<file path="src/rtl/gray_track.sv">
// Registers a Gray-coded sample stream, decodes it to binary and tracks unit steps.
// Each accepted sample is classified as up, down, hold or illegal jump against the previous one.
module gray_track #(
  parameter int W     = 4,
  parameter int POS_W = 16,
  parameter int ERR_W = 8
) (
  input  logic             clk,
  input  logic             rst,
  input  logic [W-1:0]     gray_in,
  input  logic             in_valid,
  input  logic             clear,
  output logic [W-1:0]     bin_out,
  output logic             out_valid,
  output logic             step_up,
  output logic             step_dn,
  output logic             err,
  output logic             primed,
  output logic [POS_W-1:0] position,
  output logic [ERR_W-1:0] err_count
);

  typedef enum logic {UNPRIMED = 1'b0, TRACK = 1'b1} state_t;

  state_t             state_q, state_d;
  logic [W-1:0]       bin_q, bin_d;
  logic               out_valid_q, out_valid_d;
  logic               step_up_q, step_up_d;
  logic               step_dn_q, step_dn_d;
  logic               err_q, err_d;
  logic [POS_W-1:0]   pos_q, pos_d;
  logic [ERR_W-1:0]   err_cnt_q, err_cnt_d;

  logic [W-1:0]       dec;
  logic [W-1:0]       delta;

  assign dec[W-1] = gray_in[W-1];
  genvar gi;
  generate
    for (gi = W - 2; gi >= 0; gi--) begin : g_decode
      assign dec[gi] = dec[gi+1] ^ gray_in[gi];
    end
  endgenerate

  // bin_q doubles as the previous-sample reference for the delta check.
  assign delta = dec - bin_q;

  always_comb begin
    state_d     = state_q;
    bin_d       = bin_q;
    out_valid_d = 1'b0;
    step_up_d   = 1'b0;
    step_dn_d   = 1'b0;
    err_d       = 1'b0;
    pos_d       = pos_q;
    err_cnt_d   = err_cnt_q;

    if (in_valid) begin
      bin_d       = dec;
      out_valid_d = 1'b1;
      if (state_q == TRACK) begin
        step_up_d = (delta == W'(1));
        step_dn_d = (delta == {W{1'b1}});
        err_d     = (delta != '0) && (delta != W'(1)) && (delta != {W{1'b1}});
      end
      state_d = TRACK;
    end

    // Clear takes priority over any step/error counted in the same cycle.
    if (clear) begin
      pos_d     = '0;
      err_cnt_d = '0;
    end else begin
      if (step_up_d)
        pos_d = pos_q + POS_W'(1);
      else if (step_dn_d)
        pos_d = pos_q - POS_W'(1);
      if (err_d && (err_cnt_q != {ERR_W{1'b1}}))
        err_cnt_d = err_cnt_q + ERR_W'(1);
    end
  end

  always_ff @(posedge clk) begin
    if (rst) begin
      state_q     <= UNPRIMED;
      bin_q       <= '0;
      out_valid_q <= 1'b0;
      step_up_q   <= 1'b0;
      step_dn_q   <= 1'b0;
      err_q       <= 1'b0;
      pos_q       <= '0;
      err_cnt_q   <= '0;
    end else begin
      state_q     <= state_d;
      bin_q       <= bin_d;
      out_valid_q <= out_valid_d;
      step_up_q   <= step_up_d;
      step_dn_q   <= step_dn_d;
      err_q       <= err_d;
      pos_q       <= pos_d;
      err_cnt_q   <= err_cnt_d;
    end
  end

  assign bin_out   = bin_q;
  assign out_valid = out_valid_q;
  assign step_up   = step_up_q;
  assign step_dn   = step_dn_q;
  assign err       = err_q;
  assign primed    = (state_q == TRACK);
  assign position  = pos_q;
  assign err_count = err_cnt_q;

endmodule

</file>
<file path="config.mk">
export PLATFORM = sky130hd
export DESIGN_NAME = gray_track
export DESIGN_NICKNAME = d
export VERILOG_FILES = /design/src/rtl/gray_track.sv
export SDC_FILE = /design/constraint.sdc
export NUM_CORES = 1
export LEC_CHECK = 0
export ABC_AREA = 1
export CORE_ASPECT_RATIO = 1.75
export CORE_MARGIN = 10
export CORE_UTILIZATION = 55
export DETAILED_ROUTE_END_ITERATION = 8
export PLACE_DENSITY = 0.84
export REMOVE_ABC_BUFFERS = 1
export SLEW_MARGIN = 20
export SYNTH_ARGS = -nofsm -noshare
export SYNTH_HDL_FRONTEND = slang
export SYNTH_SLANG_ARGS = --single-unit
</file>
<file path="constraint.sdc">
create_clock -name clk -period 8.1 [get_ports clk]
set_clock_uncertainty 0.1 [all_clocks]
set_input_delay 1.62 -clock clk [delete_from_list [all_inputs] [get_ports clk]]
set_output_delay 1.62 -clock clk [all_outputs]
set_load 0.03 [all_outputs]
</file>
==> flow_metrics.tcl <==
set metrics [dict create \
    period_share 0.725 \
    powerDensity_nw_per_um2 142 \
    seqPwrFrac 0.418 \
    period_needed_ns 5.87 \
    ys_seq_area_frac 0.280 \
    rsz0062_at_grt "false" \
    die_w_um 69.5 \
    clk_pin_slew_ns 0.07 \
    post_cts_buffers 0 \
    min_from "primed$_SDFFE_PP0P_" \
    grtUsageTotal 0.165 \
    vias 2462 \
    combPwrFrac 0.278 \
    worst-r2r-cell-count 14 \
    max_freq_mhz 170 \
    finalWirelength_um 6010 \
    place_inst 450 \
    avgRoutedWirePerCell_um 13.1 \
    antenna_found_initial 0 \
    synth-edff-count 0 \
    reg2reg_slack_ns 4.64 \
    setup-tns-final_ns 0 \
    endpoint_kind "flop" \
    crit_arrival_ns 5.96 \
    final_cell_mix "nand2_1 (82), nor2_1 (62), inv_1 (46)" \
    fin_cells 458 \
    maxCapViolCount 0 \
    tightestPinTransition_ns 0.654 \
    num-fill-cells 389 \
    grt-ovfl-total 0 \
    io_pins 41 \
    min_path_type "flop to flop" \
    slew_headroom 0.563 \
    clockBufferDepth 2 \
    hold_depth 2 \
    cts_sinks 33 \
    switchingPower_uw 140 \
    portBuffers 40 \
    grt_max_degree 21 \
    status "finished, final reports clean" \
    diodes 0 \
    place_congestion 0.874 \
    ctsHtreeMaxLevel 2 \
    initial_core_util 0.568 \
    vdd_ir_drop_max_mv 0.125 \
    core_um2 4150 \
    dr.first_iter.drc_count 210 \
    synthArstFlopShare 0 \
    drive_above_1_share 0.0416 \
    cp.required_ns 8.18 \
    finalSetupViolations 0 \
    die_h_um 107 \
    synthFlopType "dfxtp_1" \
    intPower_uw 267 \
    areaGrowthSynthToFinish_pct 21.8 \
    clkPwrFrac 0.303 \
    post_cts_resize_count 0 \
    leakagePower_nw 1.40 \
    synthDistinctLibCells 30 \
    insertion_delay_ns 0.29 \
    final_common_cell "nand2_1" \
    syn-cell-area_um2 2360 \
    dr.pass1.iters 4 \
    grt_pass1_wl_um 10600 \
    rows 31 \
    critPathLaunchType "primary input" \
    yosys_register_bits 33 \
    reg2reg_from "bin_out[0]$_SDFFE_PP0P_" \
    hold_violations 0 \
    syn-instance-count 366 \
    dp_hpwl_um 4600 \
    ys_warn_count 0 \
    drv_slew 0 \
    reg2reg_to "position[15]$_SDFFE_PP0P_" \
    grt_pass1_vias 2478 \
    cts_buffers 5 \
    cts_tree "built" \
    drc 0 \
    ant_nets 0 \
    cp_max_fo 17 \
    dieArea_um2 7410 \
    nNetsFinal 437 \
    critical_path_class "primary input to flop" \
    cts_root_buffer "clkbuf_8" \
    syn_avg_cell_area_um2 6.44 \
    vias_per_cell 5.38 \
    ctsHoldBuffers 0 \
    hold_path_end "primed$_SDFFE_PP0P_" \
    swShare 0.343 \
]
## cells in the mapped netlist (3+ instances only)
cell type   n  share of area
nand2_1    82           0.13
nor2_1     62          0.099
inv_1      46          0.073
dfxtp_1    33           0.28
a21oi_1    26          0.055
nand3_1    26          0.055
o21ai_0    25          0.053
ha_1       19           0.10
xor2_1     11          0.041
nand4_1     4          0.011
nor3_1      4         0.0085
xnor2_1     4          0.015
inv_2       3         0.0048
## per-layer routing
layer  GRT usage  share of wire  vias to the layer above
li1            -              -                     1255
met1       0.156           0.37                     1127
met2       0.316           0.54                       60
met3      0.0379          0.054                       20
met4      0.0939          0.035                        0
met5           0              0                        -
## stage by stage
stage	utilization	hold slack, ns	setup WS, ns	area [µm²]	power (mW)
floorplan	-	0.498	3.03	2320	0.255
global route	0.692	0.428	1.82	2870	0.432
CTS	0.692	0.392	2.22	2870	0.409
finish	0.692	0.391	2.23	2870	0.407
global placement	0.672	0.370	2.07	2790	0.283
detailed placement	0.672	0.379	1.96	2790	0.286
## worst max-delay path: stages
cell and delay (ns):
clkdlybuf4s50_1 0.48, xor2_1 0.22, or2_2 0.29, nand2_1 0.14
xor2_1 0.22, inv_1 0.07, ha_1 0.20, fa_1 0.42
xnor2_1 0.15, nor2_1 0.15, nand4_2 0.46, ha_1 0.56
nand2_1 0.16, inv_1 0.05, a21oi_1 0.13, nand2_1 0.15
a21oi_1 0.19, nand2_1 0.08, a21oi_1 0.13, nor2_1 0.06
## area by class of cell
| cell class | count | area [µm²] | area share |
|---|---|---|---|
| clock inverters | 2 | 10.0 | 0.00349 |
| well taps | 49 | 61.3 | 0.0214 |
| repair buffers | 41 | 408 | 0.142 |
| inverters | 50 | 188 | 0.0654 |
| flip-flops and latches | 33 | 661 | 0.230 |
| clock buffers | 6 | 72.6 | 0.0253 |
| multi-input cells | 277 | 1470 | 0.512 |
## logic make-up (layout without fill, tap and decap cells)
kind of cell	count (synthesis)	after routing	synth area share
XOR/XNOR	15	15	0.0557
adder cells (fa/ha/maj)	21	21	0.118
flip-flops	33	33	0.280
AO/OA/AOI/OAI	56	56	0.125
AND/OR/NAND/NOR	185	185	0.325
buffers and inverters	56	99	0.0960
## registers in the layout, summed over array words and instances (netlist names)
name       flops
bin_out        4
err            1
position      16
err_count      8
primed         1
out_valid      1
step_dn        1
step_up        1
## power by group through the flow
stage | Sequential [mW] | Clock (mW) | Combinational, mW
floorplan | 0.182 | 0 | 0.0727
global placement | 0.174 | 0 | 0.109
detailed placement | 0.174 | 0 | 0.112
CTS | 0.170 | 0.125 | 0.113
global route | 0.171 | 0.132 | 0.128
finish | 0.170 | 0.123 | 0.113
## how the worst max path moves through the flow
stage	start	to	slack, ns	cells after the start
after global placement	gray_in[3]	position[15]$_SDFFE_PP0P_	2.07	20
final	gray_in[3]	position[15]$_SDFFE_PP0P_	2.23	20
after detailed placement	gray_in[3]	position[15]$_SDFFE_PP0P_	1.96	20
after floorplan	gray_in[3]	position[13]$_SDFFE_PP0P_	3.03	19
after global routing	gray_in[3]	position[11]$_SDFFE_PP0P_	1.82	22
after CTS	gray_in[3]	position[15]$_SDFFE_PP0P_	2.22	20
Power figures use the tool's default switching activity.
